## config.mk

```make
export PLATFORM = sky130hd
export DESIGN_NAME = dec_sample_serializer_flat
export DESIGN_NICKNAME = d
export VERILOG_FILES = /design/src/rtl/dec_sample_serializer_if.sv /design/src/rtl/dec_sample_serializer.sv /design/src/flat_wrapper.sv
export SDC_FILE = /design/constraint.sdc
export NUM_CORES = 1
export LEC_CHECK = 0
export ABC_CLOCK_PERIOD_IN_PS = 2900
export CORE_MARGIN = 2
export CORE_UTILIZATION = 58
export CTS_CLUSTER_SIZE = 25
export DETAILED_ROUTE_END_ITERATION = 7
export PLACE_DENSITY = 0.79
export SLEW_MARGIN = 25
export SYNTH_ARGS = -nofsm -noshare
export SYNTH_HDL_FRONTEND = slang
export SYNTH_SLANG_ARGS = --single-unit
```

## constraint.sdc

```tcl
create_clock -name clk -period 2.9 [get_ports clk]
set_clock_uncertainty 0.2 [all_clocks]
set_input_delay 0.58 -clock clk [delete_from_list [all_inputs] [get_ports clk]]
set_output_delay 0.58 -clock clk [all_outputs]
set_load 0.005 [all_outputs]
```

## src/rtl/dec_sample_serializer_if.sv

```systemverilog
`default_nettype none
// ============================================================================
// Module   : dec_sample_serializer_if
// Brief    : Sample-in / serial-out bundle of the decimated-sample serializer.
// Revision : 1.0 - initial release
// ============================================================================
interface dec_sample_serializer_if #(
    parameter int DATA_BITS  = 16,
    parameter int FIFO_DEPTH = 4
);
    logic                          in_valid;
    logic [DATA_BITS-1:0]          in_data;
    logic                          enable;
    logic                          clr_ovf;
    logic                          sclk;
    logic                          sdata;
    logic                          sframe;
    logic [$clog2(FIFO_DEPTH):0]   fifo_level;
    logic                          overflow;
    logic                          busy;

    modport master (
        output in_valid, in_data, enable, clr_ovf,
        input  sclk, sdata, sframe, fifo_level, overflow, busy
    );

    modport slave (
        input  in_valid, in_data, enable, clr_ovf,
        output sclk, sdata, sframe, fifo_level, overflow, busy
    );
endinterface
`default_nettype wire

```

## src/rtl/dec_sample_serializer.sv

```systemverilog
`default_nettype none
// ============================================================================
// Module   : dec_sample_serializer
// Brief    : Buffers decimated samples in a FIFO and shifts them out MSB-first
//            on a sclk/sdata/sframe link, flagging dropped samples.
// Revision : 1.0 - initial release
// ============================================================================
module dec_sample_serializer #(
    parameter int DATA_BITS  = 16,
    parameter int FIFO_DEPTH = 4,
    parameter int DIV        = 4
) (
    input  wire logic              clk,
    input  wire logic              rst_n,
    dec_sample_serializer_if.slave bus
);

    localparam int PTR_W = $clog2(FIFO_DEPTH);
    localparam int LVL_W = PTR_W + 1;
    localparam int BIT_W = (DATA_BITS > 1) ? $clog2(DATA_BITS) : 1;
    localparam int DIV_W = $clog2(DIV);

    localparam logic [LVL_W-1:0] c_full_lvl = LVL_W'(FIFO_DEPTH);
    localparam logic [BIT_W-1:0] c_bit_last = BIT_W'(DATA_BITS - 1);
    localparam logic [DIV_W-1:0] c_div_last = DIV_W'(DIV - 1);
    localparam logic [DIV_W-1:0] c_half_m1  = DIV_W'(DIV / 2 - 1);

    typedef enum logic [1:0] {
        S_IDLE  = 2'd0,
        S_SHIFT = 2'd1,
        S_GAP   = 2'd2
    } state_t;

    state_t               state_q, state_d;
    logic [PTR_W-1:0]     wr_ptr_q, wr_ptr_d;
    logic [PTR_W-1:0]     rd_ptr_q, rd_ptr_d;
    logic [LVL_W-1:0]     level_q, level_d;
    logic                 overflow_q, overflow_d;
    logic [DATA_BITS-1:0] shreg_q, shreg_d;
    logic [BIT_W-1:0]     bit_cnt_q, bit_cnt_d;
    logic [DIV_W-1:0]     div_cnt_q, div_cnt_d;
    logic                 sclk_q, sclk_d;
    logic                 sdata_q, sdata_d;
    logic                 sframe_q, sframe_d;
    logic                 busy_q, busy_d;

    logic [DATA_BITS-1:0] fifo_mem [FIFO_DEPTH];

    logic                 w_full;
    logic                 w_empty;
    logic                 w_pop;
    logic                 w_push;
    logic                 w_drop;
    logic [DATA_BITS-1:0] w_head;

    assign w_full  = (level_q == c_full_lvl);
    assign w_empty = (level_q == '0);
    assign w_pop   = (state_q == S_IDLE) && bus.enable && !w_empty;
    // A pop on the same edge frees the slot, so a write while full still lands.
    assign w_push  = bus.in_valid && (!w_full || w_pop);
    assign w_drop  = bus.in_valid && w_full && !w_pop;
    assign w_head  = fifo_mem[rd_ptr_q];

    always_ff @(posedge clk) begin
        if (w_push) begin
            fifo_mem[wr_ptr_q] <= bus.in_data;
        end
    end

    always_comb begin
        wr_ptr_d   = w_push ? wr_ptr_q + PTR_W'(1) : wr_ptr_q;
        rd_ptr_d   = w_pop  ? rd_ptr_q + PTR_W'(1) : rd_ptr_q;
        level_d    = level_q;
        if (w_push && !w_pop) begin
            level_d = level_q + LVL_W'(1);
        end else if (w_pop && !w_push) begin
            level_d = level_q - LVL_W'(1);
        end
        overflow_d = overflow_q;
        if (w_drop) begin
            overflow_d = 1'b1;
        end else if (bus.clr_ovf) begin
            overflow_d = 1'b0;
        end
    end

    always_comb begin
        state_d   = state_q;
        shreg_d   = shreg_q;
        bit_cnt_d = bit_cnt_q;
        div_cnt_d = div_cnt_q;
        sclk_d    = sclk_q;
        sdata_d   = sdata_q;
        sframe_d  = sframe_q;

        unique case (state_q)
            S_IDLE: begin
                sclk_d   = 1'b0;
                sdata_d  = 1'b0;
                sframe_d = 1'b0;
                if (w_pop) begin
                    shreg_d   = w_head;
                    sdata_d   = w_head[DATA_BITS-1];
                    sframe_d  = 1'b1;
                    bit_cnt_d = '0;
                    div_cnt_d = '0;
                    state_d   = S_SHIFT;
                end
            end
            S_SHIFT: begin
                if (div_cnt_q == c_div_last) begin
                    div_cnt_d = '0;
                    sclk_d    = 1'b0;
                    if (bit_cnt_q == c_bit_last) begin
                        sframe_d = 1'b0;
                        sdata_d  = 1'b0;
                        state_d  = S_GAP;
                    end else begin
                        bit_cnt_d = bit_cnt_q + BIT_W'(1);
                        shreg_d   = {shreg_q[DATA_BITS-2:0], 1'b0};
                        sdata_d   = shreg_q[DATA_BITS-2];
                    end
                end else begin
                    div_cnt_d = div_cnt_q + DIV_W'(1);
                    // sclk rises once the next cycle enters the second half-bit.
                    sclk_d    = (div_cnt_q >= c_half_m1);
                end
            end
            S_GAP: begin
                if (div_cnt_q == c_div_last) begin
                    div_cnt_d = '0;
                    state_d   = S_IDLE;
                end else begin
                    div_cnt_d = div_cnt_q + DIV_W'(1);
                end
            end
            default: begin
                state_d = S_IDLE;
            end
        endcase

        busy_d = (state_d != S_IDLE);
    end

    always_ff @(posedge clk or negedge rst_n) begin
        if (!rst_n) begin
            state_q    <= S_IDLE;
            wr_ptr_q   <= '0;
            rd_ptr_q   <= '0;
            level_q    <= '0;
            overflow_q <= 1'b0;
            shreg_q    <= '0;
            bit_cnt_q  <= '0;
            div_cnt_q  <= '0;
            sclk_q     <= 1'b0;
            sdata_q    <= 1'b0;
            sframe_q   <= 1'b0;
            busy_q     <= 1'b0;
        end else begin
            state_q    <= state_d;
            wr_ptr_q   <= wr_ptr_d;
            rd_ptr_q   <= rd_ptr_d;
            level_q    <= level_d;
            overflow_q <= overflow_d;
            shreg_q    <= shreg_d;
            bit_cnt_q  <= bit_cnt_d;
            div_cnt_q  <= div_cnt_d;
            sclk_q     <= sclk_d;
            sdata_q    <= sdata_d;
            sframe_q   <= sframe_d;
            busy_q     <= busy_d;
        end
    end

    assign bus.sclk       = sclk_q;
    assign bus.sdata      = sdata_q;
    assign bus.sframe     = sframe_q;
    assign bus.fifo_level = level_q;
    assign bus.overflow   = overflow_q;
    assign bus.busy       = busy_q;

endmodule
`default_nettype wire

```

## src/flat_wrapper.sv

```systemverilog
// flat-port wrapper written by rule: the top's interface ports become plain ports
module dec_sample_serializer_flat 
#(
    parameter int DATA_BITS  = 16,
    parameter int FIFO_DEPTH = 4,
    parameter int DIV        = 4
)
  (clk, rst_n, bus_in_valid, bus_in_data, bus_enable, bus_clr_ovf, bus_sclk, bus_sdata, bus_sframe, bus_fifo_level, bus_overflow, bus_busy);
  dec_sample_serializer_if #(.DATA_BITS(DATA_BITS), .FIFO_DEPTH(FIFO_DEPTH)) bus_i ();
  input  wire logic clk;
  input  wire logic rst_n;
  input wire logic [$bits(bus_i.in_valid)-1:0] bus_in_valid;
  input wire logic [$bits(bus_i.in_data)-1:0] bus_in_data;
  input wire logic [$bits(bus_i.enable)-1:0] bus_enable;
  input wire logic [$bits(bus_i.clr_ovf)-1:0] bus_clr_ovf;
  output wire logic [$bits(bus_i.sclk)-1:0] bus_sclk;
  output wire logic [$bits(bus_i.sdata)-1:0] bus_sdata;
  output wire logic [$bits(bus_i.sframe)-1:0] bus_sframe;
  output wire logic [$bits(bus_i.fifo_level)-1:0] bus_fifo_level;
  output wire logic [$bits(bus_i.overflow)-1:0] bus_overflow;
  output wire logic [$bits(bus_i.busy)-1:0] bus_busy;
  assign bus_i.in_valid = bus_in_valid;
  assign bus_i.in_data = bus_in_data;
  assign bus_i.enable = bus_enable;
  assign bus_i.clr_ovf = bus_clr_ovf;
  assign bus_sclk = bus_i.sclk;
  assign bus_sdata = bus_i.sdata;
  assign bus_sframe = bus_i.sframe;
  assign bus_fifo_level = bus_i.fifo_level;
  assign bus_overflow = bus_i.overflow;
  assign bus_busy = bus_i.busy;
  dec_sample_serializer #(.DATA_BITS(DATA_BITS), .FIFO_DEPTH(FIFO_DEPTH), .DIV(DIV)) u_core (.clk(clk), .rst_n(rst_n), .bus(bus_i));
endmodule
```

== Word level (Yosys, flattened, before mapping) ==
Memory sizes are Yosys's and may differ from the RTL's.
Index checks and enable logic that the tools add are counted.
W data, S select, Z words.

* Equality and inequality tests: 9
* Order comparisons: 1
* Muxes and demuxes: 32
* Add/sub/neg operators: 6
* Reduce and logical (&&, ||, !) cells: 24

{| class="wikitable"
|+ Operators with widths
! cell !! number
|-
| $mux W15 || 3
|-
| $pmux W15 S2 || 1
|-
| $mux W2 || 6
|-
| $mux W4 || 3
|-
| $mux W1 || 11
|-
| $reduce_bool A2 Y1 || 5
|-
| $pmux W4 S2 || 1
|-
| $logic_and A1 B1 Y1 || 7
|-
| $add A2 B1 Y2 const B || 3
|-
| $mux W3 || 2
|-
| $ne A2 B1 Y1 const B || 3
|-
| $pmux W1 S2 || 3
|-
| $pmux W2 S3 || 1
|-
| $add A4 B1 Y4 const B || 1
|-
| $eq A2 B2 Y1 const B || 2
|-
| $eq A4 B4 Y1 const B || 1
|-
| $logic_not A1 Y1 || 4
|-
| $pmux W2 S2 || 1
|-
| $reduce_and A2 Y1 || 2
|-
| $reduce_and A4 Y1 || 1
|-
| $add A3 B1 Y3 const B || 1
|-
| $eq A3 B3 Y1 const B || 1
|-
| $logic_not A3 Y1 || 1
|-
| $reduce_and A3 Y1 || 1
|-
| other kinds (7) || 7
|}

* Flip-flop bits (word level): 35
* Memories: 1
* Memory bits (writable): 64
* Input bits: 21
* Logic and storage cells: 85
* Output and inout bits: 8

{| class="wikitable"
|+ Memory list
! memory !! words !! bits a word !! read ports !! clocked after Yosys merged registers in !! write ports !! line !! RTL
|-
| u_core.fifo_mem || 4 || 16 || 1 || 0 || 1 || dec_sample_serializer.sv:47 || <nowiki>logic [DATA_BITS-1:0] fifo_mem [FIFO_DEPTH];</nowiki>
|}

== Logic depth before layout (Yosys ltp) ==
* Depth in word-level cells: 9
* Gate-level depth with buffers: 11
* Gate-level depth less buffers: 10

== Least setup slack after synthesis ==
Ideal clock, no wire load.

* Path kind: reg2reg
* Start: register u_core.state_q[0]
* End: register u_core.level_q[2] (netlist: u_core.bus.fifo_level[2])
* Arrival: 2.238 ns
* Stages on the path, launching flop included: 12
* Path buffers: 1
* Path slack: 0.382 ns
* Data required time: 2.621 ns
* Setup time: 0.079 ns
* Clock period less this slack: 2.518 ns
* Path through: dfrtp_1 inv_1 ha_1 buf_4 nand2_1 a31oi_1 ha_1 inv_1 fa_1 xor2_1 nor2_1 xor2_1

* Word-level cells in the longest chain between the ends: 8
* Elaborated cells on any way between the ends: 11
* Classes of those cells: mux: 1; reduce/logical: 10

{| class="wikitable"
|+ Ends and longest elaborated chain
! element !! line !! RTL
|-
| start: declaration || dec_sample_serializer.sv:34 || <nowiki>state_t state_q, state_d;</nowiki>
|-
| start signal: assignment || dec_sample_serializer.sv:160 || <nowiki>state_q <= state_d;</nowiki>
|-
| $logic_not A2 Y1 (*) || dec_sample_serializer.sv:58 || <nowiki>assign w_pop = (state_q == S_IDLE) && bus.enable && !w_empty;</nowiki>
|-
| $logic_and A1 B1 Y1 (*) (2 in a row) || dec_sample_serializer.sv:58 ||
|-
| $logic_or A1 B1 Y1 (*) || dec_sample_serializer.sv:60 || <nowiki>assign w_push = bus.in_valid && (!w_full || w_pop);</nowiki>
|-
| $logic_and A1 B1 Y1 (*) || dec_sample_serializer.sv:60 ||
|-
| via u_core.w_push || dec_sample_serializer.sv:52 || <nowiki>logic w_push;</nowiki>
|-
| $logic_not A1 Y1 || dec_sample_serializer.sv:76 || <nowiki>end else if (w_pop && !w_push) begin</nowiki>
|-
| $logic_and A1 B1 Y1 || dec_sample_serializer.sv:76 ||
|-
| $reduce_bool A2 Y1 (no line) || n/a ||
|-
| end signal: assignment || dec_sample_serializer.sv:163 || <nowiki>level_q <= level_d;</nowiki>
|-
| end: declaration || dec_sample_serializer.sv:37 || <nowiki>logic [LVL_W-1:0] level_q, level_d;</nowiki>
|}

Mark *: on every way through the listed nets, which the timed path passes. The rest lies on a longest branch.
A chain may end at the register's enable or synchronous reset.

== Worst setup path in the final report ==
* Start: register u_core.state_q[1]
* End: register u_core.level_q[2] (netlist: u_core.bus.fifo_level[2])

The elaborated chain is that of the path after synthesis.

==> reports/results.txt <==
The flow ran to the end, and the final reports show no timing, DRC or antenna violations. The run gives 0.00164 W as the power spent charging and discharging nets. The synthesized-area fraction occupied by adder cells came out at 3.78%. The chip height came out at 88.8 microns. The fraction of layout cells with a size suffix above 1 is 19.4%.

For this configuration, the core starts out at a cell density of 60.7%. Setup violations remaining at the end of the flow were counted as 0. The H-tree generated during clock tree synthesis spans 3 levels. The first TritonRoute pass finished after 4 iterations.

The minimum clock period after layout came out at 2.46 ns. The wire-length estimate of the detail-placed layout is 4.63 mm. During I/O placement, the number of pins put on the boundary was 29. Summed over all failing endpoints, the final setup total negative slack is 0 ns. For this run, the leading register cell type out of synthesis is edfxtp_1. The number of buffer and inverter instances along the worst setup path is 2, and the number of remaining DRC errors is 0. For this run, the number of Yosys warnings is 0.

Once layout is complete, the utilization of the core stands at 69.6%. The hold violation total from the final report is 0, and the total number of vias is 2281. The number of antenna violations at the first check in global routing is 0.

The tightest min-delay check is of the register to register type. The internal portion of the total power is 0.00309 W. Of all nets on the critical path, the largest fanout is 4. Measured against the total synthesized area, the mux share comes to 9.16%. The slowest cell on the critical path was dfrtp_1. The number of nets handed over by synthesis was 305. Across every metal layer, demand over resource in global routing totals 20.3%. The tools report the capturing element type of the critical path as a register.

The most critical setup path has its startpoint at u_core.state_q[1]$_DFF_PN0_. The worst path uses 85.0% of the clock period. The total of fill cells in the finished design is 475, and the post-synthesis compound-gate area fraction is 8.53%. After Yosys synthesis, XOR and XNOR cells account for 1.26% of the synthesized area. The core area came out at 6870 sq um.

The congestion estimate from routability-driven global placement came to 0.836. The fmax came out at 406 MHz. The root buffer cell chosen for the clock tree is clkbuf_8. For the worst setup path, the data arrival time is 2.55 ns.

The number of distinct library cells after synthesis was 38. In this run the biggest area consumer among cell types represents 46.1% of the synthesized area. The worst supply voltage drop on vdd is 0.000540 V, and the net count reported at finish is 344.

The switching power as a share of total power is 34.6%, and the sequential group share of total power is 46.2%. By startpoint and endpoint, the worst setup path is classified as register to register. The simple-gate area share of the yosys netlist came out at 7.00%. The tools report the remaining max-slew budget at the tightest pin as 54.3%.

In this run the horizontal extent of the chip is 88.8 microns. The dominant combinational cell family by area after synthesis was multiplexers. Traced cell by cell, the critical path runs through inv_1, ha_1, nand2_1, a31oi_1, ha_1, inv_1, fa_1, xor2_1, nor2_1, xor2_1. For the wire length of the first global-routing pass, the log shows 11.6 mm. The count of pins over their slew limit is 0, and the number of clock buffers inserted by TritonCTS is 9. In this run the most critical hold path is launched from u_core.bus.sclk$_DFFE_PN0P_. The critical path data required time was 2.99 ns; the maximum number of buffers from clock root to sink was 2.

The average footprint of a synthesized cell is 15.3 sq um. The pin count of the biggest net entering global routing is 36. Counting every instance in the synthesized netlist gives 272. The via count of the first global-routing pass is 2355. The logs give 67.1% for the post-synthesis sequential area ratio and 0 for the max-cap check violation count.

For the floorplan die area, the log shows 7880 sq um. The CTS clock-pin slew for the worst setup and hold paths is 0.10 ns, and the cell area after technology mapping is 4170 sq um. In this run, synthesis inferred 64 flip-flops with an integrated enable.

The synthesized design contains 99 register bits. The clock network accounts for 17.3% of the total power. The worst reg2reg path startpoint is u_core.state_q[1]$_DFF_PN0_. For the pin with the worst max-slew slack, the measured transition is 0.686 ns.

For this design the ratio of total power to cell area is 988 nW/um^2. The initialized floorplan defines 30 standard-cell rows. The tools report the number of sinks driven by the clock tree as 99.

By area the synthesized netlist is led by edfxtp_1 46%, dfrtp_1 21%, mux4_2 8.6%, a31oi_2 3.3%, ha_1 3.3%. Combinational cells account for 36.5% of the total power. The number of design-rule violations left by the first detailed-router iteration is 142, and the via density per instance is 5.55. The total overflow left after global routing is 0. The number of resized instances in the post-cts repair step came out at 0. The routed wire length was 6.94 mm; the number of input and output port buffers inserted was 28.

The buffer count from post-CTS setup fixing is 0. The static leakage power was 1.76 nW. The tools report the startpoint class of the critical path as a register. In this design, the stage delay of the slowest critical-path cell is 0.43 ns.

0 antenna diodes ended up in the layout. The average routed wire per standard cell came out at 16.9 microns. The share of async-settable or async-resettable flops after synthesis was 35.4%.

The biggest area contributor in the post-synthesis netlist is edfxtp_1. Setup repair after global routing left no endpoint under its margin. The layout-stage area growth over the synthesis result came out at 14.7%. The family with the most delay on the worst path is adder cells. In this run the remaining antenna-violating nets after routing total 0.

The later pin in the worst-skew pair is clocked with a latency of 0.36 ns. Hold repair after CTS inserted 0 buffers. TritonCTS built the clock tree.
==> metal layers <==
| layer | routed length [microns] | up-vias | global-route usage, % |
|---|---|---|---|
| met5 | 0 | - | 0 |
| met3 | 259 | 10 | 5.78 |
| met2 | 3510 | 46 | 33.5 |
| met1 | 3060 | 1142 | 26.1 |
| met4 | 108 | 0 | 6.89 |
| li1 | - | 1083 | - |
==> cell usage after synthesis, types with 2 or more instances <==
cell type,count
o21ai_0,8
clkbuf_1,3
buf_2,3
xnor2_1,4
a31oi_2,11
xor2_1,2
inv_1,12
buf_4,3
edfxtp_1,64
dfrtp_1,35
mux4_2,16
nand2_1,36
nand4_1,2
nand3_1,3
nor2_1,22
and2_1,4
a22o_1,2
a31oi_1,4
a32o_1,2
a21oi_1,7
ha_1,11
buf_6,2
==> power by group through the flow <==
| stage | combinational [W] | clock (W) | sequential, W |
|---|---|---|---|
| floorplan | 0.00133 | 0 | 0.00210 |
| global placement | 0.00169 | 0 | 0.00219 |
| detailed placement | 0.00174 | 0 | 0.00222 |
| CTS | 0.00174 | 0.000836 | 0.00219 |
| global route | 0.00192 | 0.000895 | 0.00223 |
| finish | 0.00172 | 0.000816 | 0.00218 |
==> stage by stage <==
step | setup WS, ns | area [sq um] | power, W | std cells | hold WS (ns)
2_1_floorplan | 0.382 | 4170 | 0.00343 | 272 | 0.0844
3_3_place_gp | 0.221 | 4590 | 0.00389 | 396 | 0.274
3_5_place_dp | 0.127 | 4590 | 0.00396 | 396 | 0.280
4_1_cts | 0.439 | 4780 | 0.00477 | 411 | 0.309
5_1_grt | 0.265 | 4780 | 0.00505 | 411 | 0.328
6_report | 0.436 | 4780 | 0.00472 | 411 | 0.302
==> area by class of cell <==
type / instances / area [sq um] / area share [%]
Sequential cell: 99 / 2800 / 58.5
Multi-Input combinational cell: 147 / 1240 / 25.9
Timing Repair Buffer: 40 / 383 / 8.01
Clock buffer: 9 / 124 / 2.59
Tap cell: 96 / 120 / 2.51
Clock inverter: 6 / 61.3 / 1.28
Inverter: 14 / 55.1 / 1.15
==> state kept, by name, indices dropped and copies added, names as in the netlist, 2 cells and up <==
name	count
u_core.bit_cnt_q	4
u_core.bus.fifo_level	3
u_core.div_cnt_q	2
u_core.fifo_mem	64
u_core.rd_ptr_q	2
u_core.shreg_q	15
u_core.state_q	2
u_core.wr_ptr_q	2
==> worst reg2reg max path, delay by kind of cell (launching register included) <==
kind                     cells  cell delay, ns
AO/OA/AOI/OAI                1            0.25
XOR/XNOR                     2            0.31
adder cells (fa/ha/maj)      3            0.82
buffers and inverters        2            0.17
flip-flops                   1            0.43
AND/OR/NAND/NOR              2            0.20
==> logic make-up after synthesis <==
kind of cell | count (synthesis)
xor+xnor | 6
mux | 18
fa+ha+maj | 12
simple gates | 70
compound gates | 41
buf+inv | 26
flops | 99
==> cell usage in the layout, fill, tap and decap left out, types with 2 or more instances in the layout <==
master	count
clkbuf_8	9
o21ai_0	8
clkdlybuf4s50_1	28
nor2_1	22
buf_4	11
edfxtp_1	64
dfrtp_1	35
inv_6	2
a31oi_1	4
nand4_1	2
a31oi_2	11
mux4_2	16
xnor2_1	4
a32o_1	2
ha_1	11
nand3_1	3
a21oi_1	7
a22o_1	2
nand2_1	36
inv_1	12
and2_1	4
xor2_1	2
==> final timing paths <==
check	to	slack, ns	depth (start not counted)
min in group asynchronous	u_core.bus.busy$_DFF_PN0_	0.41	2
min reg2reg	u_core.bus.sclk$_DFFE_PN0P_	0.30	1
min	u_core.bus.sclk$_DFFE_PN0P_	0.30	1
max in group asynchronous	u_core.bit_cnt_q[1]$_DFFE_PN0P_	1.76	2
max	u_core.bus.fifo_level[2]$_DFFE_PN0P_	0.44	10
max reg2reg	u_core.bus.fifo_level[2]$_DFFE_PN0P_	0.44	10
Power figures use the tool's default switching activity.
